==> config.mk <==
export PLATFORM = sky130hd
export DESIGN_NAME = softmax_rowmax_ctrl_flat
export DESIGN_NICKNAME = d
export VERILOG_FILES = /design/src/rtl/softmax_rowmax_ctrl_pkg.sv /design/src/rtl/softmax_rowmax_ctrl_if.sv /design/src/rtl/softmax_rowmax_ctrl_addr_gen.sv /design/src/rtl/softmax_rowmax_ctrl.sv /design/src/flat_wrapper.sv
export SDC_FILE = /design/constraint.sdc
export NUM_CORES = 1
export LEC_CHECK = 0
export BUFFER_PORTS_ARGS = -buffer_cell sky130_fd_sc_hd__buf_2
export CAP_MARGIN = 10
export CORE_MARGIN = 10
export CORE_UTILIZATION = 43
export CTS_BUF_LIST = sky130_fd_sc_hd__clkbuf_8
export DETAILED_ROUTE_END_ITERATION = 6
export GPL_ROUTABILITY_DRIVEN = 0
export GPL_TIMING_DRIVEN = 0
export MAX_ROUTING_LAYER = met4
export PLACE_DENSITY = 0.84
export SLEW_MARGIN = 20
export SYNTH_ARGS = -nofsm -noshare
export SYNTH_HDL_FRONTEND = slang
export SYNTH_SLANG_ARGS = --single-unit
==> constraint.sdc <==
create_clock -name clk -period 2 [get_ports clk]
set_clock_uncertainty 0.1 [all_clocks]
set_input_delay 0.4 -clock clk [delete_from_list [all_inputs] [get_ports clk]]
set_output_delay 0.4 -clock clk [all_outputs]
set_load 0.01 [all_outputs]
==> src/rtl/softmax_rowmax_ctrl_pkg.sv <==
// Shared attention definitions: controller state encoding and FP32 constants.
package softmax_rowmax_ctrl_pkg;

  typedef enum logic [2:0] {
    IDLE,
    ISSUE,
    WAIT_MAX,
    OUT,
    DONE
  } state_t;

  localparam logic [31:0] FP32_NEG_INF = 32'hFF80_0000;
  localparam logic [31:0] FP32_ZERO    = 32'h0000_0000;

endpackage

==> src/rtl/softmax_rowmax_ctrl_if.sv <==
// Command, score-buffer, row-max engine and result signals of the row-max controller.
interface softmax_rowmax_ctrl_if #(
  parameter int T      = 4,
  parameter int R_MAX  = 8,
  parameter int ADDR_W = 8
) ();
  localparam int CW = $clog2(T + 1);
  localparam int RW = $clog2(R_MAX + 1);

  logic              cmd_valid;
  logic              cmd_ready;
  logic [ADDR_W-1:0] cmd_base;
  logic [RW-1:0]     cmd_rows;
  logic [CW-1:0]     cmd_len;
  logic              mem_rd_en;
  logic [ADDR_W-1:0] mem_rd_addr;
  logic [31:0]       mem_rd_data;
  logic              eng_in_valid;
  logic              eng_row_start;
  logic              eng_row_last;
  logic [31:0]       eng_in_fp32;
  logic              eng_max_valid;
  logic [31:0]       eng_max_fp32;
  logic              out_valid;
  logic              out_ready;
  logic [31:0]       out_max;
  logic [RW-1:0]     out_row;
  logic              busy;
  logic              done;

  modport slave (
    input  cmd_valid, cmd_base, cmd_rows, cmd_len, mem_rd_data,
           eng_max_valid, eng_max_fp32, out_ready,
    output cmd_ready, mem_rd_en, mem_rd_addr, eng_in_valid, eng_row_start,
           eng_row_last, eng_in_fp32, out_valid, out_max, out_row, busy, done
  );

  modport master (
    output cmd_valid, cmd_base, cmd_rows, cmd_len, mem_rd_data,
           eng_max_valid, eng_max_fp32, out_ready,
    input  cmd_ready, mem_rd_en, mem_rd_addr, eng_in_valid, eng_row_start,
           eng_row_last, eng_in_fp32, out_valid, out_max, out_row, busy, done
  );
endinterface

==> src/rtl/softmax_rowmax_ctrl_addr_gen.sv <==
// Element/row counters and score-buffer read pointer for the row-max controller.
module rowmax_addr_gen #(
  parameter int CW     = 3,
  parameter int RW     = 4,
  parameter int ADDR_W = 8
) (
  input  logic              clk,
  input  logic              rst_n,
  input  logic              start,
  input  logic [ADDR_W-1:0] base,
  input  logic              step,
  input  logic              row_next,
  output logic [CW-1:0]     k,
  output logic [RW-1:0]     r,
  output logic [ADDR_W-1:0] addr
);

  // Rows are contiguous, so a free-running pointer equals base + r*len + k
  // without a multiplier; it wraps naturally at 2^ADDR_W.
  always_ff @(posedge clk) begin
    if (!rst_n) begin
      k    <= '0;
      r    <= '0;
      addr <= '0;
    end else if (start) begin
      k    <= '0;
      r    <= '0;
      addr <= base;
    end else begin
      if (step) begin
        k    <= k + CW'(1);
        addr <= addr + ADDR_W'(1);
      end
      if (row_next) begin
        k <= '0;
        r <= r + RW'(1);
      end
    end
  end

endmodule

==> src/rtl/softmax_rowmax_ctrl.sv <==
// Row-max controller: streams each score row to an external row-max engine and returns one max per row.
module softmax_rowmax_ctrl
  import softmax_rowmax_ctrl_pkg::*;
#(
  parameter int T      = 4,
  parameter int R_MAX  = 8,
  parameter int ADDR_W = 8
) (
  input logic                 clk,
  input logic                 rst_n,
  softmax_rowmax_ctrl_if.slave bus
);
  localparam int CW = $clog2(T + 1);
  localparam int RW = $clog2(R_MAX + 1);

  state_t            state;
  logic [CW-1:0]     len_q, len_sat, k;
  logic [RW-1:0]     rows_q, rows_sat, r;
  logic [ADDR_W-1:0] addr;
  logic              rd_en, last_k, last_row;
  logic              start, step, row_next;
  logic              eng_valid_q, eng_start_q, eng_last_q;
  logic              out_valid_q, done_q;
  logic [31:0]       out_max_q;
  logic [RW-1:0]     out_row_q;

  always_comb begin
    len_sat  = (bus.cmd_len > CW'(T)) ? CW'(T) : bus.cmd_len;
    rows_sat = (bus.cmd_rows > RW'(R_MAX)) ? RW'(R_MAX) : bus.cmd_rows;
  end

  assign last_k   = (k == len_q - CW'(1));
  assign last_row = (r == rows_q - RW'(1));
  assign start    = (state == IDLE) && bus.cmd_valid;
  assign step     = (state == ISSUE);
  assign row_next = (state == OUT) && bus.out_ready && !last_row;

  rowmax_addr_gen #(.CW(CW), .RW(RW), .ADDR_W(ADDR_W)) u_addr_gen (
    .clk      (clk),
    .rst_n    (rst_n),
    .start    (start),
    .base     (bus.cmd_base),
    .step     (step),
    .row_next (row_next),
    .k        (k),
    .r        (r),
    .addr     (addr)
  );

  always_ff @(posedge clk) begin
    if (!rst_n) begin
      state       <= IDLE;
      len_q       <= '0;
      rows_q      <= '0;
      rd_en       <= 1'b0;
      out_valid_q <= 1'b0;
      out_max_q   <= FP32_ZERO;
      out_row_q   <= '0;
      done_q      <= 1'b0;
    end else begin
      case (state)
        IDLE: if (bus.cmd_valid) begin
          len_q  <= len_sat;
          rows_q <= rows_sat;
          if (len_sat == '0 || rows_sat == '0) begin
            state  <= DONE;
            done_q <= 1'b1;
          end else begin
            state <= ISSUE;
            rd_en <= 1'b1;
          end
        end
        ISSUE: if (last_k) begin
          rd_en <= 1'b0;
          state <= WAIT_MAX;
        end
        WAIT_MAX: if (bus.eng_max_valid) begin
          out_max_q   <= bus.eng_max_fp32;
          out_row_q   <= r;
          out_valid_q <= 1'b1;
          state       <= OUT;
        end
        OUT: if (bus.out_ready) begin
          out_valid_q <= 1'b0;
          if (last_row) begin
            state  <= DONE;
            done_q <= 1'b1;
          end else begin
            state <= ISSUE;
            rd_en <= 1'b1;
          end
        end
        DONE: begin
          done_q <= 1'b0;
          state  <= IDLE;
        end
        default: state <= IDLE;
      endcase
    end
  end

  // Engine sideband travels with the read strobe so it lines up with the returning data.
  always_ff @(posedge clk) begin
    if (!rst_n) begin
      eng_valid_q <= 1'b0;
      eng_start_q <= 1'b0;
      eng_last_q  <= 1'b0;
    end else begin
      eng_valid_q <= rd_en;
      eng_start_q <= rd_en && (k == '0);
      eng_last_q  <= rd_en && last_k;
    end
  end

  assign bus.cmd_ready     = (state == IDLE);
  assign bus.busy          = (state != IDLE);
  assign bus.done          = done_q;
  assign bus.mem_rd_en     = rd_en;
  assign bus.mem_rd_addr   = addr;
  assign bus.eng_in_valid  = eng_valid_q;
  assign bus.eng_row_start = eng_start_q;
  assign bus.eng_row_last  = eng_last_q;
  assign bus.eng_in_fp32   = eng_valid_q ? bus.mem_rd_data : FP32_ZERO;
  assign bus.out_valid     = out_valid_q;
  assign bus.out_max       = out_max_q;
  assign bus.out_row       = out_row_q;

endmodule
==> src/flat_wrapper.sv <==
// flat-port wrapper written by rule: the top's interface ports become plain ports
module softmax_rowmax_ctrl_flat import softmax_rowmax_ctrl_pkg::*;
#(
  parameter int T      = 4,
  parameter int R_MAX  = 8,
  parameter int ADDR_W = 8
)
  (clk, rst_n, bus_cmd_valid, bus_cmd_base, bus_cmd_rows, bus_cmd_len, bus_mem_rd_data, bus_eng_max_valid, bus_eng_max_fp32, bus_out_ready, bus_cmd_ready, bus_mem_rd_en, bus_mem_rd_addr, bus_eng_in_valid, bus_eng_row_start, bus_eng_row_last, bus_eng_in_fp32, bus_out_valid, bus_out_max, bus_out_row, bus_busy, bus_done);
  softmax_rowmax_ctrl_if #(.T(T), .R_MAX(R_MAX), .ADDR_W(ADDR_W)) bus_i ();
  input logic clk;
  input logic rst_n;
  input wire logic [$bits(bus_i.cmd_valid)-1:0] bus_cmd_valid;
  input wire logic [$bits(bus_i.cmd_base)-1:0] bus_cmd_base;
  input wire logic [$bits(bus_i.cmd_rows)-1:0] bus_cmd_rows;
  input wire logic [$bits(bus_i.cmd_len)-1:0] bus_cmd_len;
  input wire logic [$bits(bus_i.mem_rd_data)-1:0] bus_mem_rd_data;
  input wire logic [$bits(bus_i.eng_max_valid)-1:0] bus_eng_max_valid;
  input wire logic [$bits(bus_i.eng_max_fp32)-1:0] bus_eng_max_fp32;
  input wire logic [$bits(bus_i.out_ready)-1:0] bus_out_ready;
  output wire logic [$bits(bus_i.cmd_ready)-1:0] bus_cmd_ready;
  output wire logic [$bits(bus_i.mem_rd_en)-1:0] bus_mem_rd_en;
  output wire logic [$bits(bus_i.mem_rd_addr)-1:0] bus_mem_rd_addr;
  output wire logic [$bits(bus_i.eng_in_valid)-1:0] bus_eng_in_valid;
  output wire logic [$bits(bus_i.eng_row_start)-1:0] bus_eng_row_start;
  output wire logic [$bits(bus_i.eng_row_last)-1:0] bus_eng_row_last;
  output wire logic [$bits(bus_i.eng_in_fp32)-1:0] bus_eng_in_fp32;
  output wire logic [$bits(bus_i.out_valid)-1:0] bus_out_valid;
  output wire logic [$bits(bus_i.out_max)-1:0] bus_out_max;
  output wire logic [$bits(bus_i.out_row)-1:0] bus_out_row;
  output wire logic [$bits(bus_i.busy)-1:0] bus_busy;
  output wire logic [$bits(bus_i.done)-1:0] bus_done;
  assign bus_i.cmd_valid = bus_cmd_valid;
  assign bus_i.cmd_base = bus_cmd_base;
  assign bus_i.cmd_rows = bus_cmd_rows;
  assign bus_i.cmd_len = bus_cmd_len;
  assign bus_i.mem_rd_data = bus_mem_rd_data;
  assign bus_i.eng_max_valid = bus_eng_max_valid;
  assign bus_i.eng_max_fp32 = bus_eng_max_fp32;
  assign bus_i.out_ready = bus_out_ready;
  assign bus_cmd_ready = bus_i.cmd_ready;
  assign bus_mem_rd_en = bus_i.mem_rd_en;
  assign bus_mem_rd_addr = bus_i.mem_rd_addr;
  assign bus_eng_in_valid = bus_i.eng_in_valid;
  assign bus_eng_row_start = bus_i.eng_row_start;
  assign bus_eng_row_last = bus_i.eng_row_last;
  assign bus_eng_in_fp32 = bus_i.eng_in_fp32;
  assign bus_out_valid = bus_i.out_valid;
  assign bus_out_max = bus_i.out_max;
  assign bus_out_row = bus_i.out_row;
  assign bus_busy = bus_i.busy;
  assign bus_done = bus_i.done;
  softmax_rowmax_ctrl #(.T(T), .R_MAX(R_MAX), .ADDR_W(ADDR_W)) u_core (.clk(clk), .rst_n(rst_n), .bus(bus_i));
endmodule
# Word level (Yosys, flattened, before mapping)
# Index checks and enable logic that the tools add are counted.
[op_classes]
reduce_logical = 24
n_bitwise = 1
n_addsub = 5
shift = 0
eq_ne = 14
n_div = 0
mul = 0
n_lt_le_gt_ge = 2
mux = 26
[op_table]
columns = ["op", "count"]
rows = [
  ["32-bit 2-to-1 mux", 1],
  ["3-bit 2-to-1 mux", 7],
  ["8-bit 2-to-1 mux", 2],
  ["3-bit case mux with 4 select lines", 1],
  ["1-bit 2-to-1 mux", 11],
  ["2-bit inequality test, second input constant", 5],
  ["3-bit logical NOT", 3],
  ["3-bit nonzero test", 3],
  ["8-bit by 1-bit adder with 8-bit output, second input constant", 1],
  ["3-bit by 2-bit equality test with 1-bit output, second input constant", 2],
  ["2-bit by 1-bit inequality test with 1-bit output, second input constant", 3],
  ["1-bit case mux with 3 select lines", 2],
  ["6-bit AND reduction", 1],
  ["1-bit logical AND", 5],
  ["5-bit AND reduction", 1],
  ["4-bit by 1-bit adder with 4-bit output, second input constant", 1],
  ["4-bit equality test", 1],
  ["4-bit greater-than comparator, second input constant", 1],
  ["4-bit logical NOT", 1],
  ["4-bit 2-to-1 mux", 1],
  ["2-bit AND reduction", 2],
  ["4-bit AND reduction", 1],
  ["2-bit nonzero test", 2],
  ["4-bit by 1-bit subtractor with 4-bit output, second input constant", 1],
  ["13 further kinds", 13],
]
[word_totals]
memories = 0
reg_bits = 67
romBits = 0
latch_bits = 0
mem_bits_rw = 0
out_inout_bits = 84
inputBits = 84
elab_cells = 86

# Depth between registers and ports, before layout
# Gate-level depths: netlist (run 1).
[depth]
ltp_word = 7
mapped_depth = 8
ltp_nobuf = 7

# By module
# From an unflattened synthesis (run 1), not the netlist that was laid out.
[unflattened]
cells_unflattened = 382
hier_area_um2 = 3226.8
[modules_own_cells]
columns = ["mod", "seq_area_each_um2", "area_each_um2", "instances", "cells_per_inst"]
rows = [
  ["softmax_rowmax_ctrl", 1041.0, 2501.1, 1, 303],
  ["rowmax_addr_gen", 300.3, 725.7, 1, 79],
]

# Worst setup path before layout (run 1)
# No wires, ideal clock.
[synth_path]
path_type = "register to register"
start = "register u_core.rows_q[0]"
end = "register u_core.u_addr_gen.r[3]"
synth_period_minus_slack_ns = 1.717
setup_ns = 0.116
path_slack_ns = 0.283
t_arrival_ns = 1.501
path_stages_with_launch = 8
path_cell_list = "dfxtp_1 > inv_1 > ha_1 > xor2_1 > nand3_1 > o21ai_2 > nor3_1 > o211a_1"
[synth_via]
elab_chain_len = 4
[synth_lines]
columns = ["item", "line_no", "rtl"]
rows = [
  ["start: declaration", "softmax_rowmax_ctrl.sv:18", "logic [RW-1:0] rows_q, rows_sat, r;"],
  ["start signal: assignment", "softmax_rowmax_ctrl.sv:64", "rows_q <= rows_sat;"],
  ["4-bit by 1-bit subtractor with 4-bit output", "softmax_rowmax_ctrl.sv:33", "assign last_row = (r == rows_q - RW'(1));"],
  ["4-bit equality test", "softmax_rowmax_ctrl.sv:33", ""],
  ["1-bit logical NOT", "softmax_rowmax_ctrl.sv:36", "assign row_next = (state == OUT) && bus.out_ready && !last_row;"],
  ["1-bit logical AND", "softmax_rowmax_ctrl.sv:36", ""],
  ["end signal: assignment", "softmax_rowmax_ctrl_addr_gen.sv:36", "r <= r + RW'(1);"],
  ["end: declaration", "softmax_rowmax_ctrl_addr_gen.sv:14", "output logic [RW-1:0] r,"],
]
# Every way passes these cells.
# A chain may end at the register's enable or synchronous reset.

# Final worst setup path (run 1)
[layout_path]
start = "register u_core.rows_q[0]"
end = "register u_core.u_addr_gen.k[0]"
[layout_via]
elab_chain_len = 5
[layout_lines]
columns = ["item", "line_no", "rtl"]
rows = [
  ["4-bit by 1-bit subtractor with 4-bit output", "softmax_rowmax_ctrl.sv:33", ""],
  ["4-bit equality test", "softmax_rowmax_ctrl.sv:33", ""],
  ["1-bit logical NOT", "softmax_rowmax_ctrl.sv:36", ""],
  ["1-bit logical AND", "softmax_rowmax_ctrl.sv:36", ""],
  ["3-bit OR reduction (no source line)", "--", ""],
  ["end signal: assignment", "softmax_rowmax_ctrl_addr_gen.sv:31", "k <= k + CW'(1);"],
  ["end: declaration", "softmax_rowmax_ctrl_addr_gen.sv:13", "output logic [CW-1:0] k,"],
]
# Every way passes these cells.

==> results of run 1 <==
-- registers in the layout, summed over array words and instances (netlist names) --
name	count
u_core.bus.eng_row_last	1
u_core.bus.out_valid	1
u_core.bus.mem_rd_en	1
u_core.len_q	3
u_core.bus.done	1
u_core.u_addr_gen.k	3
u_core.bus.out_max	32
u_core.state	3
u_core.bus.eng_in_valid	1
u_core.rows_q	4
u_core.u_addr_gen.r	4
u_core.bus.out_row	4
u_core.u_addr_gen.addr	8
u_core.bus.eng_row_start	1
-- tightest hold or removal path, stage by stage --
cell,delay [ns]
buf_2,0.09
nand2_1,0.04
a21boi_1,0.05
-- cells in the final DEF, fill, tap and decap left out, types with 2 or more instances in the layout --
cell type / count
xor2_1: 7
o211ai_1: 2
clkbuf_8: 9
clkinvlp_4: 2
o21ai_1: 4
nor2_1: 12
and2_1: 35
nand4_1: 2
xnor2_1: 6
a22oi_1: 2
a211oi_1: 2
a21boi_1: 45
buf_2: 178
ha_1: 6
nor3_1: 3
xnor3_1: 2
dfxtp_1: 67
and4_1: 2
a21oi_1: 8
bufinv_16: 2
nand3_1: 7
and3_1: 3
nand2_1: 92
clkbuf_1: 11
nand3b_1: 5
nor2b_1: 5
a31oi_1: 2
inv_1: 9
o21ai_0: 7
nor3_2: 2
-- metal layers --
metal	up-vias	track usage, %	part of all wire [%]
met5	-	-	0
met4	0	8.317	2.1
met3	17	4.970	8.8
met2	150	31.94	50
met1	1510	18.34	39
li1	1654	-	-
-- cell families after synthesis --
kind of cell,synth area share (%)
AND/OR/NAND/NOR,27.24
AO/OA/AOI/OAI,19.20
flip-flops,41.07
buffers and inverters,4.674
XOR/XNOR,4.866
adder cells (fa/ha/maj),2.299
multiplexers,0.6513
-- path summary, 6_finish.rpt --
| kind | slack (ns) | end |
|---|---|---|
| max reg2reg | 0.10 | u_core.u_addr_gen.k[0] |
| min | 0.18 | u_core.bus.out_max[27] |
| max | 0.10 | u_core.u_addr_gen.k[0] |
| min reg2reg | 0.35 | u_core.bus.out_max[1] |
-- synth_stat cells (all sizes together), types with 3 or more instances --
| cell | count |
|---|---|
| nor2 | 13 |
| a21oi | 8 |
| dfxtp | 67 |
| buf | 14 |
| clkbuf | 11 |
| ha | 6 |
| nor2b | 5 |
| nand3 | 7 |
| xor2 | 7 |
| and3 | 4 |
| inv | 9 |
| a21boi | 46 |
| xnor2 | 6 |
| a211oi | 3 |
| o21ai | 12 |
| nand3b | 5 |
| and2 | 35 |
| nor3 | 6 |
| nand2 | 93 |
-- stage by stage --
stage	area [um2]	hold WS [ns]	setup WS (ns)	total power, mW
6_report	4454	0.1779	0.1020	4.498
5_1_grt	4454	0.1785	0.002270	4.797
4_1_cts	4442	0.1688	0.06464	4.514
3_5_place_dp	4225	0.3422	0.08503	3.281
3_3_place_gp	4225	0.3380	0.09658	3.218
2_1_floorplan	3266	0.3308	0.2827	2.703
-- power by group --
part	total, mW	internal [mW]	switching, mW
logic	1.61	0.678	0.936
registers	1.65	1.51	0.134
clock network	1.24	0.699	0.539
-- layout make-up --
| type | count | area share [%] |
|---|---|---|
| clock inverters | 7 | 2.079 |
| plain buffers | 25 | 2.669 |
| flip-flops and latches | 67 | 30.11 |
| repair buffers | 167 | 18.76 |
| well taps | 99 | 2.781 |
| multi-input cells | 287 | 40.06 |
| clock buffers | 9 | 2.781 |
| inverters | 9 | 0.7584 |
==> results.toml, run 1 <==
[status]
outcome = "complete, no violations"

[critical_path]
cp_slowest_cell = "dfxtp_1"
critPathMaxStageDelay_ns = 0.40
rr_worst_depth = 7
required_ns = 2.18
cp-end-kind = "flop"
r2r-start = "u_core.rows_q[0]"
cp.arrival_ns = 2.08
path_cells = "inv_1, ha_1, xor2_1, nand3_1, o21ai_4, nand3_1, nor2_1"
worstPathBufferInverterCount = 1
crit_top_cell = "nand3_1"
crit_start = "u_core.rows_q[0]"
cp_top_family = "simple AND/OR/NAND/NOR gates"
critical_path_class = "flop to flop"
cp_num_cells = 7
crit_fanout = 6
cp-start-kind = "flop"

[placement]
place_inst = 654
dp_hpwl_mm = 8.412
portBuffers = 167

[floorplanning]
core-area_um2 = 7331
fp.dieH_um = 107.1
placementRows = 31
start_util_pct = 44.55
die_x_um = 107.1
dieArea_um2 = 11480
pin_count = 168

[yosys]
synth_cells = 388
ys_seq_area_share_pct = 41.07
ys_seq_elements = 67
synth-main-ff-cell = "dfxtp_1"
avgSynthCellArea_um2 = 8.417
yosysTopAreaCellShare_pct = 41.07
synth_edf_count = 0
synth_area_um2 = 3266
synth-async-reset-ratio_pct = 0
yosysTopAreaCell = "dfxtp_1"
yosysUniqueCellTypes = 57
synth_area_leaders = "dfxtp_1 (41%), nand2_1 (11%), a21boi_1 (10%)"
synth.net_count = 478
yosysWarnings = 0

[route]
via_per_inst = 4.972
drcViolationCount = 0
avgRoutedWirePerCell_um = 15.51
vias = 3331
ant_nets = 0
drtPass1Iterations = 5
routed_wirelength_mm = 10.40
drtIter0Drc = 137

[finish]
nets = 656
regArea_um2 = 1341
final_cells = 670
drive_gt1_share_pct = 36.43
fillCellCount = 671
final_core_util_pct = 60.76
diodes = 0
multi_input_area_um2 = 1784
area_growth_pct = 36.40

[grt]
antenna_found_initial = 0
grt_max_degree = 13
grt_pass1_wl_mm = 16.45
overflow = 0
track_usage_pct = 18.14
grt_pass1_vias = 3347

[timing]
hold_viol_final = 0
min_period_ns = 1.898
report.final.setup_viol = 0
worst_pin_slew_ns = 0.5171
relSlewSlack_pct = 65.53
slew_violations = 0
setup_tns_ns = 0
fin_crit_sh_pct = 94.90
rsz0062_at_grt = "false"
fmax_mhz = 526.9

[clock_tree]
cts.sink_count = 67
cts_max_level = 3
clockBufferDepth = 2
cts_buffers = 9
hold_buffers = 0
cts_tree = "done"
post-cts-setup-buffer-count = 0
clockRootBuffer = "clkbuf_8"
path_clk_slew_ns = 0.08
cts_resized = 0
clock_latency_ns = 0.34

[power_and_ir_drop]
power_density_nw_per_um2 = 1010
max-vdd-ir-drop_uv = 424.7
p_leak_nw = 2.119

[worst_hold_path]
hold_path_class = "primary input to flop"
hp-start = "bus_eng_max_fp32[27]"
hold_depth = 3

[run]
timing.max_cap.violations = 0
No activity file was read; power rests on OpenSTA's default activity.
==> inputs of run 2 (changes only) <==
--- a/config.mk
+++ b/config.mk
@@ -14,7 +14,7 @@
 export GPL_ROUTABILITY_DRIVEN = 0
 export GPL_TIMING_DRIVEN = 0
 export MAX_ROUTING_LAYER = met4
-export PLACE_DENSITY = 0.84
+export PLACE_DENSITY = 0.76
 export SLEW_MARGIN = 20
 export SYNTH_ARGS = -nofsm -noshare
 export SYNTH_HDL_FRONTEND = slang
==> results.toml, run 2 (same netlist as run 1, synthesis figures left out) <==
[status]
outcome = "complete, no violations"

[power_and_ir_drop]
p_int_mw = 3.059
max-vdd-ir-drop_uv = 542.0
p_sw_mw = 1.609
power_frac_comb_pct = 34.7
finalPower_mw = 4.668
seqPwrFrac_pct = 35.4
p_sw_share_pct = 34.46
power_density_nw_per_um2 = 1036
clkPwrFrac_pct = 29.9
p_leak_nw = 2.140

[clock_tree]
path_clk_slew_ns = 0.08
cts_tree = "done"
cts_max_level = 3
cts_buffers = 9
clockBufferDepth = 2
cts.sink_count = 67
clock_latency_ns = 0.34
clockRootBuffer = "clkbuf_8"
hold_buffers = 0

[critical_path]
cp-start-kind = "flop"
critical_path_class = "flop to output pin"
crit_fanout = 10
required_ns = 1.50
r2r_setup_slack_ns = 0.12
cp_slowest_cell = "dfxtp_1"
rr_endpoint = "u_core.bus.mem_rd_en"
rr_worst_depth = 7
critPathMaxStageDelay_ns = 0.44
r2r-start = "u_core.rows_q[0]"
cp.arrival_ns = 1.39
cp-end-kind = "output pin"
path_cells = "clkbuf_1, and2_1, buf_2"

[placement]
placed_area_um2 = 4225
portBuffers = 167
dp_hpwl_mm = 8.341

[timing]
worst_pin_slew_ns = 0.5301
report.final.setup_viol = 0
min_period_ns = 1.886
hold_slack_ns = 0.1844
relSlewSlack_pct = 64.66
hold_viol_final = 0
fmax_mhz = 530.3
fin_crit_sh_pct = 94.29
setup_tns_ns = 0
slew_violations = 0
rsz0062_at_grt = "false"

[worst_hold_path]
hp-start = "bus_eng_max_fp32[8]"
hold_path_end = "u_core.bus.out_max[8]"
hold_depth = 3
hold_path_class = "primary input to flop"

[grt]
grt_max_degree = 13
antenna_found_initial = 0
grt_pass1_vias = 3330
grt_pass1_wl_mm = 16.62
track_usage_pct = 18.15
overflow = 0

[finish]
diodes = 0
multi_input_area_um2 = 1799
drive_gt1_share_pct = 37.13
largest_reg_flops = 32
nets = 656
final_common_cell = "buf_2"
regArea_um2 = 1341
fillCellCount = 662
fin_area_um2 = 4506
layout_common_cells = "buf_2 (177), nand2_1 (92), dfxtp_1 (67), a21boi_1 (45), and2_1 (35)"
area_growth_pct = 37.97

[route]
drcViolationCount = 0
drtPass1Iterations = 4
routed_wirelength_mm = 10.42
via_per_inst = 4.964
vias = 3326
ant_nets = 0
drtIter0Drc = 112
avgRoutedWirePerCell_um = 15.56

[floorplanning]
start_util_pct = 44.55
placementRows = 31
die_x_um = 107.1
fp.dieH_um = 107.1
dieArea_um2 = 11480
core-area_um2 = 7331
pin_count = 168

[run]
timing.max_cap.violations = 0
## run 2: cell count changes in the layout (fill, tap and decap cells not counted), sizes merged
cell,change
clkbuf,+2
clkinv,+2
clkinvlp,-2
bufinv,+1
buf,-1
inv,-2
## run 2: timing repair
action                                  in CTS  in global routing
gates resized for setup                      0                  6
buffers inserted                             0                  0
endpoints found under the setup margin       0                 37
## run 2: power by group through the flow
stage | registers, mW | clock network (mW) | logic, mW
2_1_floorplan | 1.72 | 0 | 0.980
3_3_place_gp | 1.67 | 0 | 1.57
3_5_place_dp | 1.68 | 0 | 1.61
4_1_cts | 1.65 | 1.42 | 1.61
5_1_grt | 1.68 | 1.50 | 1.80
6_report | 1.65 | 1.40 | 1.62
## run 2: cell type report
class	instances	share of cell area, %
repair buffers	167	18.55
multi-input cells	287	39.93
flip-flops and latches	67	29.77
clock buffers	10	3.055
clock inverters	6	2.499
well taps	99	2.749
inverters	9	0.7498
plain buffers	25	2.694
## run 2: critical path, delay by kind of cell, from the launching register on
family	cells	cell delay, ns
buffers and inverters	2	0.40
DFF	1	0.44
and+or+nand+nor	1	0.21
## run 2: how the worst max path moves through the flow
stage                                 start                     end  cells after the start
global placement            bus_cmd_rows[1]    u_core.bus.mem_rd_en                      5
CTS                         u_core.state[2]  u_core.bus.out_max[29]                      7
detailed placement         u_core.rows_q[0]  u_core.u_addr_gen.k[1]                      7
floorplan                  u_core.rows_q[0]  u_core.u_addr_gen.r[3]                      7
finish              u_core.bus.eng_in_valid     bus_eng_in_fp32[29]                      3
global route        u_core.bus.eng_in_valid     bus_eng_in_fp32[29]                      3
## run 2: routing by layer
metal | wire length (um) | GRT usage (%)
met3 | 969 | 5.808
met5 | 0 | -
met4 | 282 | 7.930
met2 | 4973 | 29.93
met1 | 4197 | 19.62
## run 2: stage by stage
step	util, %	worst slack (ns)	cells
floorplan	-	0.2827	388
global placement	57.64	0.09463	654
detailed placement	57.64	0.07547	654
CTS	61.05	0.05170	670
global route	61.46	0.006075	670
finish	61.46	0.1142	670
